## src/rtl/opc5ls_intc.sv

```systemverilog
// Memory-mapped interrupt controller for the OPC5LS CPU.
// It latches external requests and drives the CPU's active-low int_b.
module opc5ls_intc #(
  parameter logic [15:0] BASE_ADDR = 16'hFE00,
  parameter int unsigned NSRC      = 8
) (
  input  logic            clk,
  input  logic            reset,
  input  logic [15:0]     address,
  input  logic [15:0]     wdata,
  input  logic            rnw,
  output logic [15:0]     rdata,
  output logic            rdsel,
  input  logic [NSRC-1:0] irq,
  output logic            int_b
);

  logic            sel;
  logic            we;
  logic [NSRC-1:0] s1_q, s2_q, s3_q;
  logic [NSRC-1:0] pending_q, pending_d;
  logic [NSRC-1:0] mask_q, edge_q;
  logic [NSRC-1:0] rise, clr, pend, active;
  logic            any_active;
  logic [3:0]      vec_idx;

  assign sel   = (address[15:2] == BASE_ADDR[15:2]);
  assign rdsel = sel;
  assign we    = sel & ~rnw;

  assign rise = s2_q & ~s3_q;
  assign clr  = (we && address[1:0] == 2'd0) ? wdata[NSRC-1:0] : '0;

  // Level sources pass s2 straight through; pending_q shadows s2 so an
  // EDGE 0->1 switch keeps the value currently seen.
  assign pend       = (edge_q & pending_q) | (~edge_q & s2_q);
  assign pending_d  = (edge_q & ((pending_q & ~clr) | rise)) | (~edge_q & s2_q);
  assign active     = pend & mask_q;
  assign any_active = |active;

  always_comb begin
    vec_idx = 4'd0;
    for (int i = NSRC - 1; i >= 0; i--) begin
      if (active[i]) vec_idx = 4'(i);
    end
  end

  always_comb begin
    rdata = '0;
    if (sel) begin
      case (address[1:0])
        2'd0: rdata[NSRC-1:0] = pend;
        2'd1: rdata[NSRC-1:0] = mask_q;
        2'd2: rdata[NSRC-1:0] = edge_q;
        default: begin
          rdata[15]  = any_active;
          rdata[3:0] = vec_idx;
        end
      endcase
    end
  end

  always_ff @(posedge clk or posedge reset) begin
    if (reset) begin
      s1_q      <= '0;
      s2_q      <= '0;
      s3_q      <= '0;
      pending_q <= '0;
      mask_q    <= '0;
      edge_q    <= '0;
      int_b     <= 1'b1;
    end else begin
      s1_q      <= irq;
      s2_q      <= s1_q;
      s3_q      <= s2_q;
      pending_q <= pending_d;
      int_b     <= ~any_active;
      if (we && address[1:0] == 2'd1) mask_q <= wdata[NSRC-1:0];
      if (we && address[1:0] == 2'd2) edge_q <= wdata[NSRC-1:0];
    end
  end

endmodule
```

## config.mk

```make
export PLATFORM = sky130hd
export DESIGN_NAME = opc5ls_intc
export DESIGN_NICKNAME = d
export VERILOG_FILES = /design/src/rtl/opc5ls_intc.sv
export SDC_FILE = /design/constraint.sdc
export NUM_CORES = 1
export LEC_CHECK = 0
export ABC_AREA = 1
export BUFFER_PORTS_ARGS = -buffer_cell sky130_fd_sc_hd__buf_2
export CAP_MARGIN = 20
export CELL_PAD_IN_SITES_DETAIL_PLACEMENT = 1
export CELL_PAD_IN_SITES_GLOBAL_PLACEMENT = 1
export CORE_MARGIN = 4
export CORE_UTILIZATION = 41
export DETAILED_ROUTE_END_ITERATION = 10
export PLACE_DENSITY_LB_ADDON = 0.1
export REMOVE_ABC_BUFFERS = 1
export SLEW_MARGIN = 25
export SYNTH_ARGS = -nofsm -noshare
export SYNTH_HDL_FRONTEND = slang
export SYNTH_SLANG_ARGS = --single-unit
```

## constraint.sdc

```tcl
create_clock -name clk -period 2.66 [get_ports clk]
set_input_delay 0.266 -clock clk [delete_from_list [all_inputs] [get_ports clk]]
set_output_delay 0.266 -clock clk [all_outputs]
set_load 0.01 [all_outputs]
```

==> Yosys cells after proc, flatten, opt, wreduce, memory -nomap -nowiden <==
Cells that the tools add are included.
{ "op_classes": {"mux": 14, "n_eq_ne": 3, "bitwise_logic": 15, "reduce_logical": 6} }
{ "op_table": {"columns": ["op", "count"], "rows": [
  ["$and 8x8->8", 6],
  ["$mux 4", 7],
  ["$not 8->8", 3],
  ["$or 8x8->8", 3],
  ["$pmux 4 s3", 2],
  ["$mux 8", 2],
  ["$eq 14x14->1 const B", 1],
  ["$reduce_or 8->1", 1],
  ["$logic_and 1x1->1", 3],
  ["$mux 3", 1],
  ["$reduce_or 3->1", 1],
  ["$eq 2x1->1 const B", 1],
  ["$eq 2x2->1 const B", 1],
  ["$logic_not 2->1", 1],
  ["$mux 1", 2],
  ["$not 1->1", 2],
  ["$and 1x1->1", 1]
]} }
{ "word_totals": {"register_bits": 49, "elab_cells": 45} }

==> Logic depth before layout (Yosys ltp) <==
Gate-level depths: netlist of the first run.
{ "depth": {"depth_word": 14, "depth_mapped": 12, "ltp_nobuf": 12} }

==> Worst setup path before layout of the first run <==
OpenSTA, ideal clock, no wires.
{ "synth_path": {"kind": "input to output", "startpoint": "input address[7]", "endpoint": "output rdata[3]", "path_stages": 6, "required_time_ns": 2.394, "slack_ns": 1.157, "arrival_ns": 1.237, "path_cell_list": "or2_1 -> nor3_2 -> and3_1 -> buf_6 -> nand2_1 -> a31oi_1"} }
{ "synth_via": {"elab_chain_len": 2} }
{ "synth_lines": {"columns": ["element", "line_no", "rtl"], "rows": [
  ["start: declaration", "9", "input logic [15:0] address,"],
  ["$eq 14x14->1", "27", "assign sel = (address[15:2] == BASE_ADDR[15:2]);"],
  ["named net rdsel", "13", "output logic rdsel,"],
  ["$mux 8", "50", "if (sel) begin"],
  ["end: declaration", "12", "output logic [15:0] rdata,"]
]} }
The timed path passes the listed nets, and every way through them passes these cells.

==> Final worst setup path of the first run <==
{ "layout_path": {"startpoint": "input address[7]", "endpoint": "output rdata[6]"} }
{ "layout_via": {"elab_chain_len": 2} }
{ "layout_lines": {"columns": ["element", "line_no"], "rows": [
  ["$eq 14x14->1", "27"],
  ["$mux 8", "50"]
]} }
No other way between the ends.

==> results of run 1 <==
==> routing by layer <==
layer  track usage [%]  wire (um)  up-vias
met5                 0          0        -
met4             6.312        111        0
met3             4.605        385       12
met2             28.50       2567       50
met1             22.08       2203      860
li1                  -          -      872
==> cell usage in the layout (no fill, tap or decap), drive strengths merged <==
master / n
dfstp: 1
nor2: 22
a31oi: 2
clkbuf: 5
conb: 7
clkinv: 1
o21bai: 1
dlygate4sd3: 1
nor3: 2
a221oi: 3
buf: 47
o2111ai: 3
nand2: 91
nand4: 2
inv: 26
o21ai: 25
a21oi: 5
bufinv: 2
dfrtp: 48
nand3: 3
or2: 1
and3: 1
==> per-stage QoR <==
stage                     setup slack (ns)  power, uW  hold WS (ns)  util [%]
after floorplan                     0.9393      840.3        0.2974         -
after global routing                0.3685       1555       0.04660     50.85
after CTS                           0.4495       1505       0.05698     50.85
after detailed placement            0.4677      887.6        0.3270     48.06
after global placement              0.5573      882.4        0.3271     48.06
final                               0.4600       1486       0.06644     50.85
==> what timing repair did <==
| action | in CTS | in global routing |
|---|---|---|
| endpoints found under the setup margin | 0 | 0 |
| hold buffers | 1 | 0 |
| hold endpoints to repair | 1 | 0 |
==> area by class of cell <==
cell class | count | share of cell area (%)
well taps | 70 | 3.330
inverters | 26 | 3.711
multi-input cells | 168 | 31.68
clock buffers | 5 | 2.617
flip-flops and latches | 49 | 46.67
repair buffers | 48 | 9.515
clock inverters | 3 | 2.474
==> path summary, 6_finish.rpt <==
path | start | end | slack [ns] | cells after the start
setup / recovery | address[7] | rdata[6] | 0.46 | 7
hold / removal | irq[5] | s1_q[5] | 0.07 | 1
setup reg to reg | edge_q[6] | int_b | 1.38 | 8
hold reg to reg | s1_q[1] | s2_q[1] | 0.35 | 0
max in group asynchronous | reset | int_b | 1.36 | 4
min in group asynchronous | reset | edge_q[3] | 0.53 | 3
==> kinds of logic (layout without fill, tap and decap cells) <==
family	Yosys count	count (layout)
AND/OR/NAND/NOR	122	122
other	1	7
buffers and inverters	36	82
flip-flops	49	49
AO/OA/AOI/OAI	39	39
==> worst register-to-register path: cells and delay by family (launching register included) <==
| kind | cells | cell delay, ns |
|---|---|---|
| DFF | 1 | 0.44 |
| buffers and inverters | 2 | 0.13 |
| and+or+nand+nor | 6 | 0.62 |
==> where the power goes <==
| group | switching (uW) | total (uW) | internal, uW |
|---|---|---|---|
| logic | 59.6 | 92.2 | 32.6 |
| clock network | 242 | 615 | 373 |
| registers | 10.2 | 779 | 769 |
==> flip-flops by register name, indices dropped and copies added, names as in the netlist <==
name	count
edge_q	8
int_b	1
mask_q	8
pending_q	8
s1_q	8
s2_q	8
s3_q	8
==> Yosys cell counts <==
cell | n | area (um^2)
sky130_fd_sc_hd__inv_1 | 26 | 97.59
sky130_fd_sc_hd__nand3_2 | 1 | 10.01
sky130_fd_sc_hd__nor3_1 | 1 | 5.000
sky130_fd_sc_hd__o21ai_0 | 8 | 40.04
sky130_fd_sc_hd__a21oi_1 | 5 | 25.02
sky130_fd_sc_hd__a31oi_1 | 2 | 12.51
sky130_fd_sc_hd__or2_1 | 1 | 6.260
sky130_fd_sc_hd__o21ai_1 | 1 | 5.000
sky130_fd_sc_hd__nand2_2 | 4 | 25.02
sky130_fd_sc_hd__nor3_2 | 1 | 10.01
sky130_fd_sc_hd__dfrtp_1 | 48 | 1201
sky130_fd_sc_hd__dfstp_2 | 1 | 26.28
sky130_fd_sc_hd__o2111ai_1 | 3 | 26.28
sky130_fd_sc_hd__buf_6 | 3 | 33.78
sky130_fd_sc_hd__buf_4 | 7 | 52.55
sky130_fd_sc_hd__o21ai_2 | 16 | 140.1
sky130_fd_sc_hd__nor2_2 | 2 | 12.51
sky130_fd_sc_hd__nand2_1 | 87 | 326.6
sky130_fd_sc_hd__nand4_1 | 2 | 12.51
sky130_fd_sc_hd__and3_1 | 1 | 6.260
sky130_fd_sc_hd__a221oi_1 | 3 | 26.28
sky130_fd_sc_hd__o21bai_1 | 1 | 7.510
sky130_fd_sc_hd__nand3_4 | 2 | 35.03
sky130_fd_sc_hd__conb_1 | 1 | 3.750
sky130_fd_sc_hd__nor2_1 | 20 | 75.07
==> flow_metrics.tcl, run 1 <==
set metrics [dict create \
    detail_route.first_pass.iterations 4 \
    synth-simple-area-share_pct 23.59 \
    worstPathCellList "buf_2 > or2_1 > nor3_2 > and3_1 > nand2_1 > a31oi_1 > buf_2" \
    muxShareOfSynthArea_pct 0 \
    maximum_fanout_count_along_the_critical_path 9 \
    tritoncts.num_buffers 5 \
    rows 26 \
    tritoncts_clock_tree "built" \
    timing.fmax_mhz 454.6 \
    power.density_mw_per_mm2 565.1 \
    synth_top_family_by_area "simple AND/OR/NAND/NOR gates" \
    static-leakage-power_uw 0.001310 \
    final_setup_tns_ns 0 \
    report.final.setup_viol 0 \
    dpl_cell_area_mm2 0.002486 \
    cts.clk_slew.worst_paths_ns 0.09 \
    number_of_global_route_vias_before_repair 1850 \
    timing.critical_path.to_type "output pin" \
    final_layout_size_suffix_gt1_share_pct 27.76 \
    gr-total-overflow 0 \
    timing.final.hold_violations 0 \
    multi_input_area_um2 833.3 \
    insertion_delay_ns 0.30 \
    mapped_avg_cell_area_um2 8.996 \
    routed_wire_length_per_instance_um 14.27 \
    clock_sink_count 49 \
    diode_count 0 \
    grt_setup_unrepaired "no" \
    slew_headroom_pct 64.72 \
    final.min_clock_period_ns 2.200 \
    timing.critical_path.slowest_stage_cell "sky130_fd_sc_hd__and3_1" \
    synth-compound-area-share_pct 12.73 \
    fin_cells 369 \
    fp.dieArea_mm2 0.006662 \
    detail_route.vias_per_cell 4.862 \
    netlist_area_mm2 0.002222 \
    gr-usage-all-layers_pct 17.37 \
    port_buffers 45 \
    floorplan.core_area_mm2 0.005172 \
    synth_adder_area_share_pct 0 \
    place.gp.congestion 0.7960 \
    timing_max_transition_violations_final 0 \
    timing.critical_path.mode_cell "sky130_fd_sc_hd__buf_2" \
    layout.cell_area.non_filler_mm2 0.002630 \
    postRouteWirelength_um 5267 \
    grt_start_max_net_pins 27 \
    max-clock-path-buffers 2 \
    critical_path.startpoint_type "input port" \
    die_width_um 81.62 \
    dp_cells 360 \
    residual_drc_count 0 \
    synth-seq-cells 49 \
    peakVddDrop_v 0.0003295 \
    number_of_nets_in_the_final_layout 341 \
    max-cap-violations 0 \
    root_buffer "sky130_fd_sc_hd__clkbuf_8" \
    timing.critical_path.max_delay_family "simple AND/OR/NAND/NOR gates" \
    initial_utilization_pct 42.96 \
    tightest_slew_ns 0.5292 \
    critPathArrivalTime_ns 1.93 \
    number_of_gates_given_a_new_drive_strength_after_cts 0 \
    count_of_different_cell_masters_after_synthesis 25 \
    drt_iter0_markers 85 \
    postSynthCellCount 247 \
    worst_path_required_ns 2.39 \
    max_stage_delay_ns 0.50 \
    layout-area-overhead-vs-synth_pct 18.36 \
    ant_nets 0 \
    yosys_warnings 0 \
    seqCellArea_mm2 0.001227 \
    crit_type "in -> out" \
    setup_skew_after_layout_ns 0.003912 \
    final_layout_fill_cell_count 643 \
    post-cts-setup-buffers 0 \
    critical_path_buf_inv_count 2 \
    post-route-period-util_pct 82.71 \
    outcome "complete, no violations" \
    floorplan.die.height_um 81.62 \
    ioPinCount 61 \
    synth-xor-area-share_pct 0 \
    type_of_the_tightest_min_delay_check "in -> reg" \
    post-dp-hpwl_um 3872 \
    global_route_wire_length_before_repair_um 8687 \
    number_of_antenna_violations_at_the_first_check_in_global_routing 0 \
    synth_seq_area_share_pct 55.24 \
    clock_tree.htree_level_count 2 \
    vias 1794 \
]
Power figures use the tool's default switching activity.
==> inputs of run 2 (changes only) <==
--- a/config.mk
+++ b/config.mk
@@ -11,7 +11,7 @@
 export CELL_PAD_IN_SITES_DETAIL_PLACEMENT = 1
 export CELL_PAD_IN_SITES_GLOBAL_PLACEMENT = 1
 export CORE_MARGIN = 4
-export CORE_UTILIZATION = 41
+export CORE_UTILIZATION = 38
 export DETAILED_ROUTE_END_ITERATION = 10
 export PLACE_DENSITY_LB_ADDON = 0.1
 export REMOVE_ABC_BUFFERS = 1
==> constraint.sdc (replaced) <==
create_clock -name clk -period 2.17 [get_ports clk]
set_input_delay 0.217 -clock clk [delete_from_list [all_inputs] [get_ports clk]]
set_output_delay 0.217 -clock clk [all_outputs]
set_load 0.01 [all_outputs]
==> run 2 against run 1 <==
  * Die area rose by 7.1%
  * Critical path depth rose by 1
  * Power rose by 16%
  * Register-to-register slack got worse by 0.47 ns
  * Clock skew rose by 0.0035 ns
  * Non-clock buffer count rose by 5
  * Via count fell by 2.5%
  * Critical endpoint is now rdata[1]
  * Largest cell class unchanged
  * Largest power group unchanged
  * Highest routed layer unchanged
==> flow_metrics.tcl, run 2 (same netlist as run 1, synthesis figures left out) <==
set metrics [dict create \
    floorplan.die.height_um 84.47 \
    power_switching_share_pct 21.18 \
    report.final.setup_viol 0 \
    post-route-worst-setup-slack_ns 0.2316 \
    routed_wire_length_per_instance_um 13.19 \
    max-clock-path-buffers 2 \
    layout-area-overhead-vs-synth_pct 20.38 \
    comb_power_share_pct 6.8 \
    detail_route.vias_per_cell 4.654 \
    critical_path.startpoint_type "register" \
    grt_start_max_net_pins 27 \
    vias 1750 \
    outcome "complete, no violations" \
    slew_headroom_pct 64.50 \
    type_of_the_tightest_min_delay_check "in -> reg" \
    rr_startpoint "edge_q[6]" \
    tritoncts.num_buffers 5 \
    number_of_nets_in_the_final_layout 346 \
    timing.hold.worst_path_depth 1 \
    layout.cell_area.non_filler_mm2 0.002675 \
    layout_commonest_cell "sky130_fd_sc_hd__nand2_1" \
    ioPinCount 61 \
    tightest_slew_ns 0.5317 \
    clock_sink_count 49 \
    final_layout_size_suffix_gt1_share_pct 29.93 \
    final.min_clock_period_ns 1.938 \
    diode_count 0 \
    final_setup_tns_ns 0 \
    source_of_the_critical_timing_path "edge_q[7]" \
    peakVddDrop_v 0.0003499 \
    postRouteWirelength_um 4958 \
    timing.hold.ws_ns 0.02578 \
    maximum_fanout_count_along_the_critical_path 4 \
    timing.critical_path.to_type "output pin" \
    final_layout_fill_cell_count 704 \
    detail_route.first_pass.iterations 4 \
    root_buffer "sky130_fd_sc_hd__clkbuf_8" \
    cell_count_of_the_worst_reg_to_reg_path 7 \
    fp.dieArea_mm2 0.007135 \
    rows 27 \
    ant_nets 0 \
    r2r_setup_slack_ns 0.91 \
    preCtsSetupSlack_ns 0.4848 \
    worstSetupEndpoint "rdata[1]" \
    max-cap-violations 0 \
    drt_iter0_markers 71 \
    worst_path_required_ns 1.95 \
    static-leakage-power_uw 0.001330 \
    port_buffers 45 \
    power.density_mw_per_mm2 646.4 \
    insertion_delay_ns 0.29 \
    mostFrequentLayoutCells "86 x sky130_fd_sc_hd__nand2_1, 48 x sky130_fd_sc_hd__dfrtp_1, 45 x sky130_fd_sc_hd__buf_2, 24 x sky130_fd_sc_hd__inv_1, 20 x sky130_fd_sc_hd__nor2_1" \
    residual_drc_count 0 \
    post-dp-hpwl_um 3679 \
    timing.final.hold_violations 0 \
    post-route-period-util_pct 89.33 \
    clock_tree.htree_level_count 2 \
    switching_power_uw 366.3 \
    die_width_um 84.47 \
    power.internal_uw 1363 \
    setup_skew_after_layout_ns 0.007413 \
    gr-usage-all-layers_pct 15.29 \
    global_route_wire_length_before_repair_um 8790 \
    clock_group_share_of_total_power_pct 38.0 \
    crit_type "reg -> out" \
    cts.clk_slew.worst_paths_ns 0.09 \
    timing.fmax_mhz 515.9 \
    initial_utilization_pct 39.87 \
    number_of_antenna_violations_at_the_first_check_in_global_routing 0 \
    tritoncts_clock_tree "built" \
    critical_path.reg2reg.endpoint "int_b" \
    seqPwrFrac_pct 55.2 \
    floorplan.core_area_mm2 0.005574 \
    timing_max_transition_violations_final 0 \
    gr-total-overflow 0 \
    place.gp.congestion 0.7550 \
    critPathArrivalTime_ns 1.72 \
    dpl_cell_area_mm2 0.002524 \
    number_of_global_route_vias_before_repair 1865 \
]
-- run 2: layout make-up --
class	count	area (um^2)	share of cell area, %
inverter	26	97.59	3.648
clock inverter	1	30.03	1.123
multi-input combinational	168	843.3	31.52
clock buffer	7	86.33	3.227
timing repair buffer	53	300.3	11.23
tap	72	90.09	3.368
sequential	49	1227	45.88
-- run 2: metal layers --
metal / global-route usage (%) / routed length, um
met3: 4.220 / 353
met2: 23.17 / 2174
met1: 21.72 / 2368
met4: 4.029 / 62
met5: 0 / 0
-- run 2: power groups by stage --
stage                     clock (uW)  combinational (uW)  sequential [uW]
after floorplan                    0                61.0              969
after global placement             0                 116              972
after detailed placement           0                 119              973
after CTS                        683                 120              955
after global routing             739                 137              958
final                            657                 118              954
-- run 2: worst min-delay path by stage --
| stage | startpoint | end | slack, ns |
|---|---|---|---|
| 2_1_floorplan | irq[0] | s1_q[0] | 0.25 |
| 3_3_place_gp | reset | edge_q[3] | 0.29 |
| 3_5_place_dp | reset | edge_q[3] | 0.29 |
| 4_1_cts | irq[1] | s1_q[1] | 0.02 |
| 5_1_grt | irq[5] | s1_q[5] | 0.004 |
| 6_report | irq[5] | s1_q[5] | 0.03 |
-- run 2: timing repair --
item,in CTS,in global routing
endpoints found under the setup margin,0,2
endpoints found under the hold margin,23,0
gates resized for setup,0,4
buffers inserted,0,2
hold buffers,1,0
-- run 2: worst max-delay path: stages (launching register included) --
cell and delay (ns):
sky130_fd_sc_hd__dfrtp_1 0.43, sky130_fd_sc_hd__inv_2 0.07, sky130_fd_sc_hd__nand2_1 0.07, sky130_fd_sc_hd__a21oi_2 0.19, sky130_fd_sc_hd__inv_1 0.08, sky130_fd_sc_hd__a21oi_1 0.14
sky130_fd_sc_hd__o21bai_1 0.08, sky130_fd_sc_hd__a21oi_1 0.19, sky130_fd_sc_hd__buf_2 0.17
-- run 2: metrics by stage --
step                      total power [uW]  std cells  util [%]
final                                 1729        376     47.99
after global routing                  1835        376     47.99
after CTS                             1758        374     47.54
after detailed placement              1091        365     45.28
after global placement                1088        365     45.28
after floorplan                       1030        243         -
